==> src/rtl/pe_array_ctrl.sv <==
// Job sequencer for a ROWS x COLS pe_m array: mode select, operand feed strobes/index, drain wait, done pulse.
// Optional macro PE_ARRAY_CTRL_PERF_EN adds the perf_cyc_o busy-cycle counter.
//
// state   | meaning
// --------+-------------------------------------------------------------
// S_IDLE  | waiting for start_i; gemm_uno_o keeps the last job's mode
// S_LOAD  | one cycle after accept; reject klen=0, else prime the feed
// S_FEED  | issue klen operand beats (gemm beats gated by feed_rdy_i)
// S_DRAIN | wait for the array pipeline to empty
// S_DONE  | one-cycle done_o (with err_o on reject)
module pe_array_ctrl #(
    parameter int ROWS   = 4,
    parameter int COLS   = 4,
    parameter int CNT_BW = 8
) (
    input  logic              clk,
    input  logic              rst_n,
    input  logic              start_i,
    input  logic [1:0]        mode_i,
    input  logic [CNT_BW-1:0] klen_i,
    input  logic              abort_i,
    input  logic              feed_rdy_i,
    output logic              busy_o,
    output logic [1:0]        gemm_uno_o,
    output logic              feed_en_o,
    output logic [CNT_BW-1:0] feed_idx_o,
    output logic              done_o,
    output logic              err_o
`ifdef PE_ARRAY_CTRL_PERF_EN
    ,
    output logic [31:0]       perf_cyc_o
`endif
);

    localparam int DRN_BW = $clog2(ROWS + COLS);
    // DRAIN lasts (load value + 1) cycles because the count runs down to zero inclusive
    localparam logic [DRN_BW-1:0] DRN_GEMM = DRN_BW'(ROWS + COLS - 1);
    localparam logic [DRN_BW-1:0] DRN_UNO  = DRN_BW'(COLS - 1);

    typedef enum logic [2:0] {
        S_IDLE,
        S_LOAD,
        S_FEED,
        S_DRAIN,
        S_DONE
    } state_t;

    state_t              state_q, state_d;
    logic [1:0]          mode_q, mode_d;
    logic [CNT_BW-1:0]   klen_q, klen_d;
    logic [DRN_BW-1:0]   drain_q, drain_d;
    logic                busy_d;
    logic [1:0]          gemm_uno_d;
    logic                feed_en_d;
    logic [CNT_BW-1:0]   idx_d;
    logic                done_d;
    logic                err_d;
    logic                is_gemm;
    logic                last_beat;

    assign is_gemm   = (mode_q == 2'b00);
    assign last_beat = feed_en_o && (feed_idx_o == (klen_q - CNT_BW'(1)));

    always_ff @(posedge clk or negedge rst_n) begin
        if (!rst_n) begin
            state_q    <= S_IDLE;
            mode_q     <= 2'b00;
            klen_q     <= '0;
            drain_q    <= '0;
            busy_o     <= 1'b0;
            gemm_uno_o <= 2'b00;
            feed_en_o  <= 1'b0;
            feed_idx_o <= '0;
            done_o     <= 1'b0;
            err_o      <= 1'b0;
        end else begin
            state_q    <= state_d;
            mode_q     <= mode_d;
            klen_q     <= klen_d;
            drain_q    <= drain_d;
            busy_o     <= busy_d;
            gemm_uno_o <= gemm_uno_d;
            feed_en_o  <= feed_en_d;
            feed_idx_o <= idx_d;
            done_o     <= done_d;
            err_o      <= err_d;
        end
    end

    always_comb begin
        state_d    = state_q;
        mode_d     = mode_q;
        klen_d     = klen_q;
        drain_d    = drain_q;
        busy_d     = busy_o;
        gemm_uno_d = gemm_uno_o;
        feed_en_d  = 1'b0;
        idx_d      = feed_idx_o;
        done_d     = 1'b0;
        err_d      = 1'b0;

        case (state_q)
            S_IDLE: begin
                idx_d = '0;
                if (start_i) begin
                    state_d    = S_LOAD;
                    busy_d     = 1'b1;
                    mode_d     = mode_i;
                    klen_d     = klen_i;
                    gemm_uno_d = mode_i;
                end
            end
            S_LOAD: begin
                idx_d = '0;
                if (klen_q == '0) begin
                    state_d = S_DONE;
                    done_d  = 1'b1;
                    err_d   = 1'b1;
                end else begin
                    state_d   = S_FEED;
                    feed_en_d = is_gemm ? feed_rdy_i : 1'b1;
                end
            end
            S_FEED: begin
                if (last_beat) begin
                    state_d = S_DRAIN;
                    idx_d   = '0;
                    drain_d = is_gemm ? DRN_GEMM : DRN_UNO;
                end else begin
                    // idx shows the next beat to issue, so it holds across gemm bubbles
                    idx_d     = feed_idx_o + CNT_BW'(feed_en_o);
                    feed_en_d = is_gemm ? feed_rdy_i : 1'b1;
                end
            end
            S_DRAIN: begin
                if (drain_q == '0) begin
                    state_d = S_DONE;
                    done_d  = 1'b1;
                end else begin
                    drain_d = drain_q - DRN_BW'(1);
                end
            end
            S_DONE: begin
                state_d = S_IDLE;
                busy_d  = 1'b0;
            end
            default: begin
                state_d = S_IDLE;
                busy_d  = 1'b0;
            end
        endcase

        if (abort_i && (state_q != S_IDLE)) begin
            state_d   = S_IDLE;
            busy_d    = 1'b0;
            feed_en_d = 1'b0;
            idx_d     = '0;
            done_d    = 1'b0;
            err_d     = 1'b0;
            drain_d   = '0;
        end
    end

`ifdef PE_ARRAY_CTRL_PERF_EN
    always_ff @(posedge clk or negedge rst_n) begin
        if (!rst_n) begin
            perf_cyc_o <= '0;
        end else if ((state_q == S_IDLE) && start_i) begin
            perf_cyc_o <= '0;
        end else if (busy_o && (perf_cyc_o != 32'hFFFF_FFFF)) begin
            perf_cyc_o <= perf_cyc_o + 32'd1;
        end
    end
`endif

endmodule

==> config.mk <==
export PLATFORM = sky130hd
export DESIGN_NAME = pe_array_ctrl
export DESIGN_NICKNAME = d
export VERILOG_FILES = /design/src/rtl/pe_array_ctrl.sv
export SDC_FILE = /design/constraint.sdc
export NUM_CORES = 1
export LEC_CHECK = 0
export CORE_UTILIZATION = 45
export CTS_BUF_LIST = sky130_fd_sc_hd__clkbuf_16
export DETAILED_ROUTE_END_ITERATION = 8
export PLACE_DENSITY = 0.73
export RECOVER_POWER = 100
export SYNTH_ARGS = -nofsm -noshare
export SYNTH_HDL_FRONTEND = slang
export SYNTH_SLANG_ARGS = --single-unit
==> constraint.sdc <==
create_clock -name clk -period 1.9 [get_ports clk]
set_input_delay 0.38 -clock clk [delete_from_list [all_inputs] [get_ports clk]]
set_output_delay 0.38 -clock clk [all_outputs]
set_load 0.02 [all_outputs]
==> results of run 1 <==
-- timing repair --
item / in CTS / in global routing
setup buffers: 4 / 0
setup endpoints to repair: 11 / 12
pin swaps: 5 / 4
gates resized for setup: 13 / 8
-- cell families (layout without fill, tap and decap cells) --
| family | count (synthesis) | in the layout | share of synthesized area (%) |
|---|---|---|---|
| compound gates | 41 | 41 | 17.07 |
| xor+xnor | 9 | 9 | 4.801 |
| fa+ha+maj | 6 | 6 | 4.573 |
| buf+inv | 17 | 66 | 5.031 |
| flops | 28 | 28 | 42.68 |
| mux | 9 | 9 | 6.174 |
| simple gates | 61 | 61 | 19.67 |
-- cells in the mapped netlist, drive strengths merged, types with 3 or more instances --
cell and instances:
a21oi 6, a22o 5, a31oi 3, buf 5, dfrtp 28, ha 6
inv 10, mux2 9, nand2 16, nand3 7, nor2 14, nor2b 5
nor3 3, o211ai 4, o21ai 11, xnor2 4, xor2 5
-- stage by stage --
step	setup slack, ns	TNS [ns]	total power, uW
3_5_place_dp	-0.1757	-1.222	2023
5_1_grt	-0.2125	-1.459	2938
3_3_place_gp	-0.06910	-0.3257	1961
6_report	-0.1218	-0.6259	2783
2_1_floorplan	0.009082	0	1620
4_1_cts	-0.1116	-0.4839	2770
-- final timing paths --
kind                       startpoint             to  slack, ns  depth (start not counted)
min reg2reg                drain_q[1]     drain_q[1]       0.52                          1
max                         klen_q[0]  feed_idx_o[3]      -0.12                          8
max reg2reg                 klen_q[0]  feed_idx_o[3]      -0.12                          8
min                        drain_q[1]     drain_q[1]       0.52                          1
min in group asynchronous       rst_n      klen_q[2]       0.69                          2
max in group asynchronous       rst_n  feed_idx_o[7]       0.78                          2
-- registers in the layout, indices dropped and copies added (netlist names) --
register and cells:
drain_q 3, done_o 1, state_q 3, busy_o 1
err_o 1, feed_en_o 1, feed_idx_o 8, klen_q 8
mode_q 2
-- area by class of cell --
cell class              instances  area share [%]
clock buffers                   3           3.277
multi-input cells             126           40.20
clock inverters                 1           1.311
well taps                      46           2.512
flip-flops and latches         28           30.58
inverters                      10           1.638
repair buffers                 52           20.48
-- cell usage in the layout (no fill, tap or decap), drive strengths merged, types with 2 or more instances in the layout --
master          n
nand2          16
nor4            2
nor2           14
a21o            2
or2             2
a31o            2
nor3            3
a22o            5
a32o            2
and3b           2
xnor2           4
dfrtp          28
dlygate4sd3    10
mux2            9
clkdlybuf4s50  18
buf            21
nor2b           5
nand3           7
xor2            5
and2            2
nand3b          2
o21ai          11
clkbuf          6
inv            10
o21bai          2
ha              6
a21oi           6
o2bb2ai         2
a31oi           3
o211ai          4
-- routing by layer --
layer  routed length [um]  vias to the layer above
met3                  176                        4
met2                 2119                       55
met4                   39                        0
li1                     -                      704
met1                 1622                      727
met5                    0                        -
-- power by group through the flow --
stage / sequential [uW] / clock [uW] / combinational [uW]
2_1_floorplan: 957 / 0 / 663
3_3_place_gp: 956 / 0 / 1010
3_5_place_dp: 966 / 0 / 1060
4_1_cts: 967 / 627 / 1180
5_1_grt: 995 / 655 / 1290
6_report: 974 / 620 / 1190
==> impl_metrics.toml, run 1 <==
[power_and_ir_drop]
p_leak_uw = 0.001025
portion_of_total_power_attributed_to_combinational_logic_pct = 42.7
internal_power_uw = 1799
p_sw_share_pct = 35.34
power_frac_seq_pct = 35.0
power.share.clock_pct = 22.3
cellPowerDensity_mw_per_mm2 = 1215
net-switching-power_uw = 983.6
vdd.ir_drop.worst_v = 0.0007013

[synthesis]
ys.flop_type = "dfrtp_1"
asyncSetResetFlopFracSynth_pct = 100.0
synth.cell_area_mm2 = 0.001642
synth.lib_cells_used.distinct = 39
yosysWarnings = 0
synthesis.nets = 192
synth-edff-count = 0
synthDominantAreaCellType = "dfrtp_1"
synth_area_leaders = "dfrtp_1, mux2_2, ha_1, nand2_1, o21ai_0"
post-synth-top-area-fraction_pct = 42.68
synthCells = 171
synth_seq_area_share_pct = 42.68
avgSynthCellArea_um2 = 9.600
synth-seq-cells = 28

[global_routing]
top_usage_layer = "met2"
grt_util_all_layers_pct = 21.39
met1_usage_pct = 24.88
grt_first_pass_wirelength_um = 6575
maximum_number_of_pins_on_one_net_before_global_route_repair = 29
first_global_vias = 1444
number_of_antenna_violations_at_the_first_check_in_global_routing = 0
grt_met2_usage_pct = 40.08
gr_layer_usage_met3_pct = 4.380
grt_overflow_total = 0

[job]
drv.max_cap_violation_count = 0

[timing]
final_hold_viols = 0
rsz_0062_raised_after_global_routing = "true"
finalCritPeriodShare_pct = 106.4
finalWorstPathRequiredPeriod_ns = 2.022
report.final.setup_viol = 8
worst_pin_slew_ns = 0.6874
finalWorstSetupSlack_ns = -0.1218
timing.clock.skew_ns = 0.001520
fmax_mhz = 494.6
timing.max_slew.rel_slack_pct = 54.17
slew_violations = 0
whs_ns = 0.5186

[layout]
regArea_um2 = 700.7
final_core_utilization_pct = 67.07
antennaDiodeCount = 0
layout.cell_area.non_filler_mm2 = 0.002291
multi_input_area_um2 = 920.9
finalNetCount = 242
layout_area_growth_over_synthesis_pct = 39.56
share_of_post_route_cells_with_drive_strength_above_1_pct = 23.64
fin_cells = 266
filler_cell_count = 258

[clocking]
worstSkewPairLatency_ns = 0.26
cts.hold.buffers_added = 0
numClockSinks = 28
clk_path_buf_depth = 2
cts-htree-levels = 1
tritoncts = "built"
clk_pin_slew_ns = 0.07
clock-root-buffer = "clkbuf_16"
cts_made_buffers = 3

[floorplan]
num_rows = 21
chipHeight_um = 62.40
die_w_um = 62.40
fp.coreArea_mm2 = 0.003416
floorplan.initialDensity_pct = 48.06
number_of_top_level_pins = 29
die-area_mm2 = 0.003894

[placement]
placement.io_buffers = 28
dp.final_hpwl_um = 2892
dp.cells = 258
placement.cell_area_mm2 = 0.002090
place.gp.congestion = 0.8903

[worst_setup_path]
endpoint_kind_of_the_worst_setup_timing_path = "register"
worst_path_fanout_max = 4
critPathKind = "reg -> reg"
cp_data_required_time_ns = 2.05
critPathTopFamily = "compound AO/OA/AOI/OAI gates"
worst_setup_path_start_kind = "register"
timing.critical_path.mode_cell = "buf_6"
cp.buffers_inverters = 2
slowest_stage = "dfrtp_1"
worst_ep_arrival_time_ns = 2.17
cp_cell_sequence = "buf_6 > nor3_4 > nand3_1 > o211ai_1 > nand4_4 > buf_6 > a31o_2 > a22o_1"
slowest_delay_ns = 0.40

[routing]
vias_per_cell = 5.602
detailedRoute.firstPassIterationCount = 7
drt_iter0_markers = 111
routed_wire_length_per_instance_um = 14.88
via_count = 1490
drc = 0
drt.antenna.violating_nets = 0
detail_route.wirelength_um = 3957

[outcome]
failed_checks = "setup timing"
status = "finished, violations left"

[worst_hold_path]
min_path_type = "reg -> reg"
Note: power is estimated with default switching activity, not from simulation.
==> inputs of run 2 (changes only) <==
--- a/config.mk
+++ b/config.mk
@@ -5,10 +5,10 @@
 export SDC_FILE = /design/constraint.sdc
 export NUM_CORES = 1
 export LEC_CHECK = 0
-export CORE_UTILIZATION = 45
+export CORE_UTILIZATION = 37
 export CTS_BUF_LIST = sky130_fd_sc_hd__clkbuf_16
 export DETAILED_ROUTE_END_ITERATION = 8
-export PLACE_DENSITY = 0.73
+export PLACE_DENSITY = 0.62
 export RECOVER_POWER = 100
 export SYNTH_ARGS = -nofsm -noshare
 export SYNTH_HDL_FRONTEND = slang
==> impl_metrics.toml, run 2 (synthesis results as in run 1) <==
[global_routing]
maximum_number_of_pins_on_one_net_before_global_route_repair = 29
number_of_antenna_violations_at_the_first_check_in_global_routing = 0
grt_overflow_total = 0
grt_first_pass_wirelength_um = 6817
grt_util_all_layers_pct = 20.03
first_global_vias = 1469

[clocking]
worstSkewPairLatency_ns = 0.26
cts_made_buffers = 3
clk_pin_slew_ns = 0.07
clk_path_buf_depth = 2
cts-htree-levels = 1
numClockSinks = 28
clock-root-buffer = "clkbuf_16"
tritoncts = "built"

[power_and_ir_drop]
p_leak_uw = 0.001049
cellPowerDensity_mw_per_mm2 = 1252
vdd.ir_drop.worst_v = 0.0006594

[routing]
via_count = 1470
routed_wire_length_per_instance_um = 15.49
drt.antenna.violating_nets = 0
drt_iter0_markers = 71
vias_per_cell = 5.345
drc = 0
detailedRoute.firstPassIterationCount = 4
detail_route.wirelength_um = 4261

[timing]
timing.max_slew.rel_slack_pct = 53.41
timing.clock.skew_ns = 0.004012
finalCritPeriodShare_pct = 100.6
fmax_mhz = 523.3
rsz_0062_raised_after_global_routing = "true"
finalWorstPathRequiredPeriod_ns = 1.911
final_hold_viols = 0
worst_pin_slew_ns = 0.6989
finalWorstSetupSlack_ns = -0.01088
slew_violations = 0
report.final.setup_viol = 3

[job]
drv.max_cap_violation_count = 0

[layout]
layout_common_cells = "dfrtp_1, buf_4, clkdlybuf4s50_1, nor2_1, nand2_1"
final_core_utilization_pct = 56.89
finalNetCount = 247
fin_cells = 275
layout_area_growth_over_synthesis_pct = 42.61
layout.cell_area.non_filler_mm2 = 0.002341
antennaDiodeCount = 0
share_of_post_route_cells_with_drive_strength_above_1_pct = 24.44
most_common_cell_after_layout_fill_and_taps_aside = "dfrtp_1"
largest_registers = "feed_idx_o (8), klen_q (8)"
filler_cell_count = 355

[floorplan]
chipHeight_um = 68.61
die-area_mm2 = 0.004707
num_rows = 23
floorplan.initialDensity_pct = 39.89
die_w_um = 68.61
number_of_top_level_pins = 29
fp.coreArea_mm2 = 0.004115

[worst_setup_path]
critPathKind = "reg -> reg"
cp_data_required_time_ns = 2.05
slowest_stage = "dfrtp_1"
worst_ep_arrival_time_ns = 2.06
worst_path_fanout_max = 7
worst_setup_path_start_kind = "register"
endpoint_kind_of_the_worst_setup_timing_path = "register"
slowest_delay_ns = 0.39
cp_cell_sequence = "inv_2 > ha_4 > xor2_1 > o211ai_1 > mux2_4 > nand4_4 > and2_4 > a22o_1"
critPathTopFamily = "compound AO/OA/AOI/OAI gates"
cp.buffers_inverters = 1

[outcome]
failed_checks = "setup timing"
status = "finished, violations left"

[placement]
dp.final_hpwl_um = 2881
dp.cells = 263
placement.io_buffers = 28
detailedPlace.worstSlack_ns = -0.2310
placement.cell_area_mm2 = 0.002102
place.gp.congestion = 0.8416

[worst_hold_path]
min_path_type = "reg -> reg"
[run 2: cell types whose count changed in the layout (fill, tap and decap cells not counted), moves of 2 or more]
cell | before | now
dlygate4sd3_1 | 10 | 12
buf_6 | 5 | 2
a21oi_2 | 3 | 1
clkdlybuf4s50_1 | 18 | 16
clkbuf_1 | 2 | 5
nand2_2 | 0 | 2
[run 2: layer usage]
layer | vias to the layer above | wire [um] | global-route usage [%]
met5 | - | 0 | 0
met4 | 0 | 109 | 7.292
met3 | 10 | 198 | 4.770
met2 | 47 | 2184 | 36.64
met1 | 698 | 1769 | 22.30
li1 | 715 | - | -
[run 2: where the power goes]
part | internal, uW | switching [uW]
combinational | 687 | 648
clock | 420 | 203
sequential | 759 | 213
[run 2: layout make-up]
class,instances,area (um^2),area share [%]
Clock buffer,3,75.07,3.207
Clock inverter,1,30.03,1.283
Inverter,10,37.54,1.603
Multi-Input combinational cell,127,962.2,41.10
Sequential cell,28,701.9,29.98
Tap cell,50,62.56,2.672
Timing Repair Buffer,56,471.7,20.15
[run 2: final timing paths]
kind | cells after the start | startpoint | to | slack, ns
setup / recovery | 8 | klen_q[1] | feed_idx_o[1] | -0.01
hold / removal | 1 | drain_q[1] | drain_q[1] | 0.50
setup reg to reg | 8 | klen_q[1] | feed_idx_o[1] | -0.01
hold reg to reg | 1 | drain_q[1] | drain_q[1] | 0.50
max in group asynchronous | 2 | rst_n | feed_idx_o[2] | 0.71
min in group asynchronous | 2 | rst_n | klen_q[3] | 0.69
[run 2: timing repair]
action | CTS | global route
pin swaps | 4 | 14
setup buffers | 4 | 3
gates cloned | 1 | 0
gates resized for setup | 10 | 12
hold buffers | 0 | 0
endpoints found under the setup margin | 11 | 13
[run 2: stage by stage]
stage | hold slack, ns | power [uW] | TNS, ns
after detailed placement | 0.4894 | 2039 | -1.570
final | 0.5028 | 2930 | -0.01741
after CTS | 0.5063 | 2869 | 0
after global routing | 0.5288 | 3106 | -1.258
after floorplan | 0.08441 | 1620 | 0
after global placement | 0.4886 | 1990 | -0.4114
==> inputs of run 3 (changes only) <==
--- a/config.mk
+++ b/config.mk
@@ -5,10 +5,12 @@
 export SDC_FILE = /design/constraint.sdc
 export NUM_CORES = 1
 export LEC_CHECK = 0
+export ABC_AREA = 1
 export CORE_UTILIZATION = 37
 export CTS_BUF_LIST = sky130_fd_sc_hd__clkbuf_16
 export DETAILED_ROUTE_END_ITERATION = 8
-export PLACE_DENSITY = 0.62
+export DONT_BUFFER_PORTS = 1
+export PLACE_DENSITY = 0.53
 export RECOVER_POWER = 100
 export SYNTH_ARGS = -nofsm -noshare
 export SYNTH_HDL_FRONTEND = slang
==> impl_metrics.toml, run 3 <==
[global_routing]
grt_overflow_total = 0
maximum_number_of_pins_on_one_net_before_global_route_repair = 29
top_usage_layer = "met2"
grt_met2_usage_pct = 26.60
met1_usage_pct = 21.32
number_of_antenna_violations_at_the_first_check_in_global_routing = 0
grt_first_pass_wirelength_um = 6403
grt_util_all_layers_pct = 16.46
first_global_vias = 1381
gr_layer_usage_met3_pct = 3.608

[synthesis]
synthDominantAreaCellType = "dfrtp_1"
synth_area_leaders = "dfrtp_1, nand2_1, nor2_1, inv_1, ha_1"
post-synth-top-area-fraction_pct = 41.00
synth-seq-cells = 28
avgSynthCellArea_um2 = 7.399
synth.cell_area_mm2 = 0.001709
asyncSetResetFlopFracSynth_pct = 100.0
synthesis.nets = 252
synth.lib_cells_used.distinct = 29
yosysWarnings = 0
yosysMostFrequentCell = "nand2_1"
ys.flop_type = "dfrtp_1"
synthCells = 231
synth_seq_area_share_pct = 41.00
synthTopCellsByCount = "nand2_1, nor2_1, inv_1, dfrtp_1, nand3_1"
synth-edff-count = 0

[job]
drv.max_cap_violation_count = 0

[worst_setup_path]
cp_data_required_time_ns = 2.05
worst_path_fanout_max = 9
endpoint_kind_of_the_worst_setup_timing_path = "register"
reg_to_reg_critical_path_startpoint = "klen_q[0]"
critPathKind = "reg -> reg"
slowest_delay_ns = 0.41
critPathTopFamily = "simple AND/OR/NAND/NOR gates"
slowest_stage = "dfrtp_1"
worst_setup_path_start_kind = "register"
critical_path_depth = 13
cp.buffers_inverters = 2
worst_ep_arrival_time_ns = 1.89
reg2regPathDepth = 13
reg2reg_to = "feed_idx_o[7]"
timing.critical_path.mode_cell = "nand2_1"
cp_cell_sequence = "inv_1 > ha_4 > nand2_1 > nor2_1 > nand2_1 > nand2_1 > nand2_1 > nor2_1 > nand3_2 > nand3_4 > nand2_1 > inv_2 > nor2_1"
ff2ff_setup_slack_ns = 0.16

[timing]
slew_violations = 0
setup_tns_ns = 0
report.final.setup_viol = 0
finalCritPeriodShare_pct = 91.57
whs_ns = 0.2610
timing.max_slew.rel_slack_pct = 53.17
fmax_mhz = 574.8
rsz_0062_raised_after_global_routing = "false"
finalWorstSetupSlack_ns = 0.1601
finalWorstPathRequiredPeriod_ns = 1.740
final_hold_viols = 0
worst_pin_slew_ns = 0.7024
timing.clock.skew_ns = 0.003898

[layout]
largest_registers = "feed_idx_o (8), klen_q (8)"
filler_cell_count = 445
antennaDiodeCount = 0
final_core_utilization_pct = 42.81
finalNetCount = 263
share_of_post_route_cells_with_drive_strength_above_1_pct = 8.299
layout_common_cells = "nand2_1, nor2_1, inv_1, dfrtp_1, nand3_1"
most_common_cell_after_layout_fill_and_taps_aside = "nand2_1"
layout_area_growth_over_synthesis_pct = 9.810

[placement]
placement.io_buffers = 0
place.gp.congestion = 0.8165
dp.final_hpwl_um = 2814
detailedPlace.worstSlack_ns = 0.04254

[routing]
drt.antenna.violating_nets = 0
drt_iter0_markers = 78
drc = 0
via_count = 1399
detailedRoute.firstPassIterationCount = 4
detail_route.wirelength_um = 3741
vias_per_cell = 4.775
routed_wire_length_per_instance_um = 12.77

[floorplan]
die-area_mm2 = 0.004895
num_rows = 24
number_of_top_level_pins = 29
floorplan.initialDensity_pct = 38.98
die_w_um = 69.97
chipHeight_um = 69.97
fp.coreArea_mm2 = 0.004384

[clocking]
cts-htree-levels = 1
clk_pin_slew_ns = 0.07
numClockSinks = 28
tritoncts = "built"
cts_made_buffers = 3
clock-root-buffer = "clkbuf_16"
worstSkewPairLatency_ns = 0.26
post-cts-setup-buffers = 0
clk_path_buf_depth = 2

[worst_hold_path]
timing.hold.worst_path_depth = 1
min_path_type = "in -> reg"
hold_start = "klen_i[7]"
worstHoldEndpoint = "klen_q[7]"

[outcome]
status = "complete, no violations"

[power_and_ir_drop]
p_leak_uw = 0.0009035
cellPowerDensity_mw_per_mm2 = 1381
vdd.ir_drop.worst_v = 0.0007115
run 3: cell types whose count changed in the layout (fill, tap and decap cells not counted), moves of 4 or more:
| cell | previous run | this run |
|---|---|---|
| mux2_2 | 8 | 3 |
| dlygate4sd3_1 | 12 | 1 |
| nand2_1 | 14 | 61 |
| clkdlybuf4s50_1 | 16 | 0 |
| nor2b_1 | 4 | 0 |
| a22o_1 | 5 | 0 |
| inv_1 | 9 | 31 |
| buf_4 | 17 | 1 |
| a21oi_1 | 4 | 10 |
| nand3_1 | 6 | 14 |
| nor2_1 | 14 | 36 |
run 3: power by group:
part / leakage, uW / internal (uW) / switching (uW)
logic: 0.000513 / 423 / 667
clock network: 0.0000385 / 283 / 209
registers: 0.000352 / 780 / 229
run 3: how the worst max path moves through the flow:
stage                     startpoint             to  slack, ns
final                      klen_q[0]  feed_idx_o[7]       0.16
after global routing       klen_q[0]  feed_idx_o[6]      0.003
after CTS                  klen_q[1]  feed_idx_o[7]       0.02
after detailed placement   klen_q[1]  feed_idx_o[4]       0.04
after global placement     klen_q[1]  feed_idx_o[7]       0.07
after floorplan            klen_q[0]  feed_idx_o[4]       0.25
run 3: layer usage:
metal / share of wire, % / wire length (um) / up-vias
met1: 49 / 1816 / 619
met4: 1.7 / 64 / 0
met5: 0 / 0 / -
met2: 45 / 1693 / 30
met3: 4.5 / 167 / 6
li1: - / - / 744
run 3: final cells by class:
class,instances,area (um^2),share of cell area (%)
timing repair buffer,9,45.04,2.400
clock inverter,1,3.754,0.2000
clock buffer,3,75.07,4.000
tap,52,65.06,3.467
multi-input combinational,165,855.8,45.60
inverter,35,131.4,7.000
sequential,28,700.7,37.33
run 3: cells by family (layout without fill, tap and decap cells):
logic type               count (synthesis)  in the layout  share of synthesized area [%]
AO/OA/AOI/OAI                           22             22                          7.029
XOR/XNOR                                 9              9                          4.612
adder cells (fa/ha/maj)                  6              6                          4.392
buffers and inverters                   38             48                          9.078
flip-flops                              28             28                          41.00
multiplexers                             3              3                          1.976
AND/OR/NAND/NOR                        125            125                          31.92
run 3: timing repair:
action | 4_1_cts | 5_1_grt
setup endpoints to repair | 0 | 10
hold endpoints to repair | 28 | 0
gates resized for setup | 0 | 3
hold buffers | 2 | 0
run 3: stage by stage:
stage	power, uW	area [um^2]	instances
2_1_floorplan	1866	1709	231
3_3_place_gp	2110	1803	287
3_5_place_dp	2105	1803	287
4_1_cts	2631	1912	293
5_1_grt	2862	1877	293
6_report	2591	1877	293
run 3: worst register-to-register path, stage by stage (launching register included):
cell and delay, ns:
dfrtp_1 0.41, inv_1 0.13, ha_4 0.17, nand2_1 0.07, nor2_1 0.10, nand2_1 0.05, nand2_1 0.07, nand2_1 0.05
nor2_1 0.11, nand3_2 0.11, nand3_4 0.13, nand2_1 0.08, inv_2 0.10, nor2_1 0.05
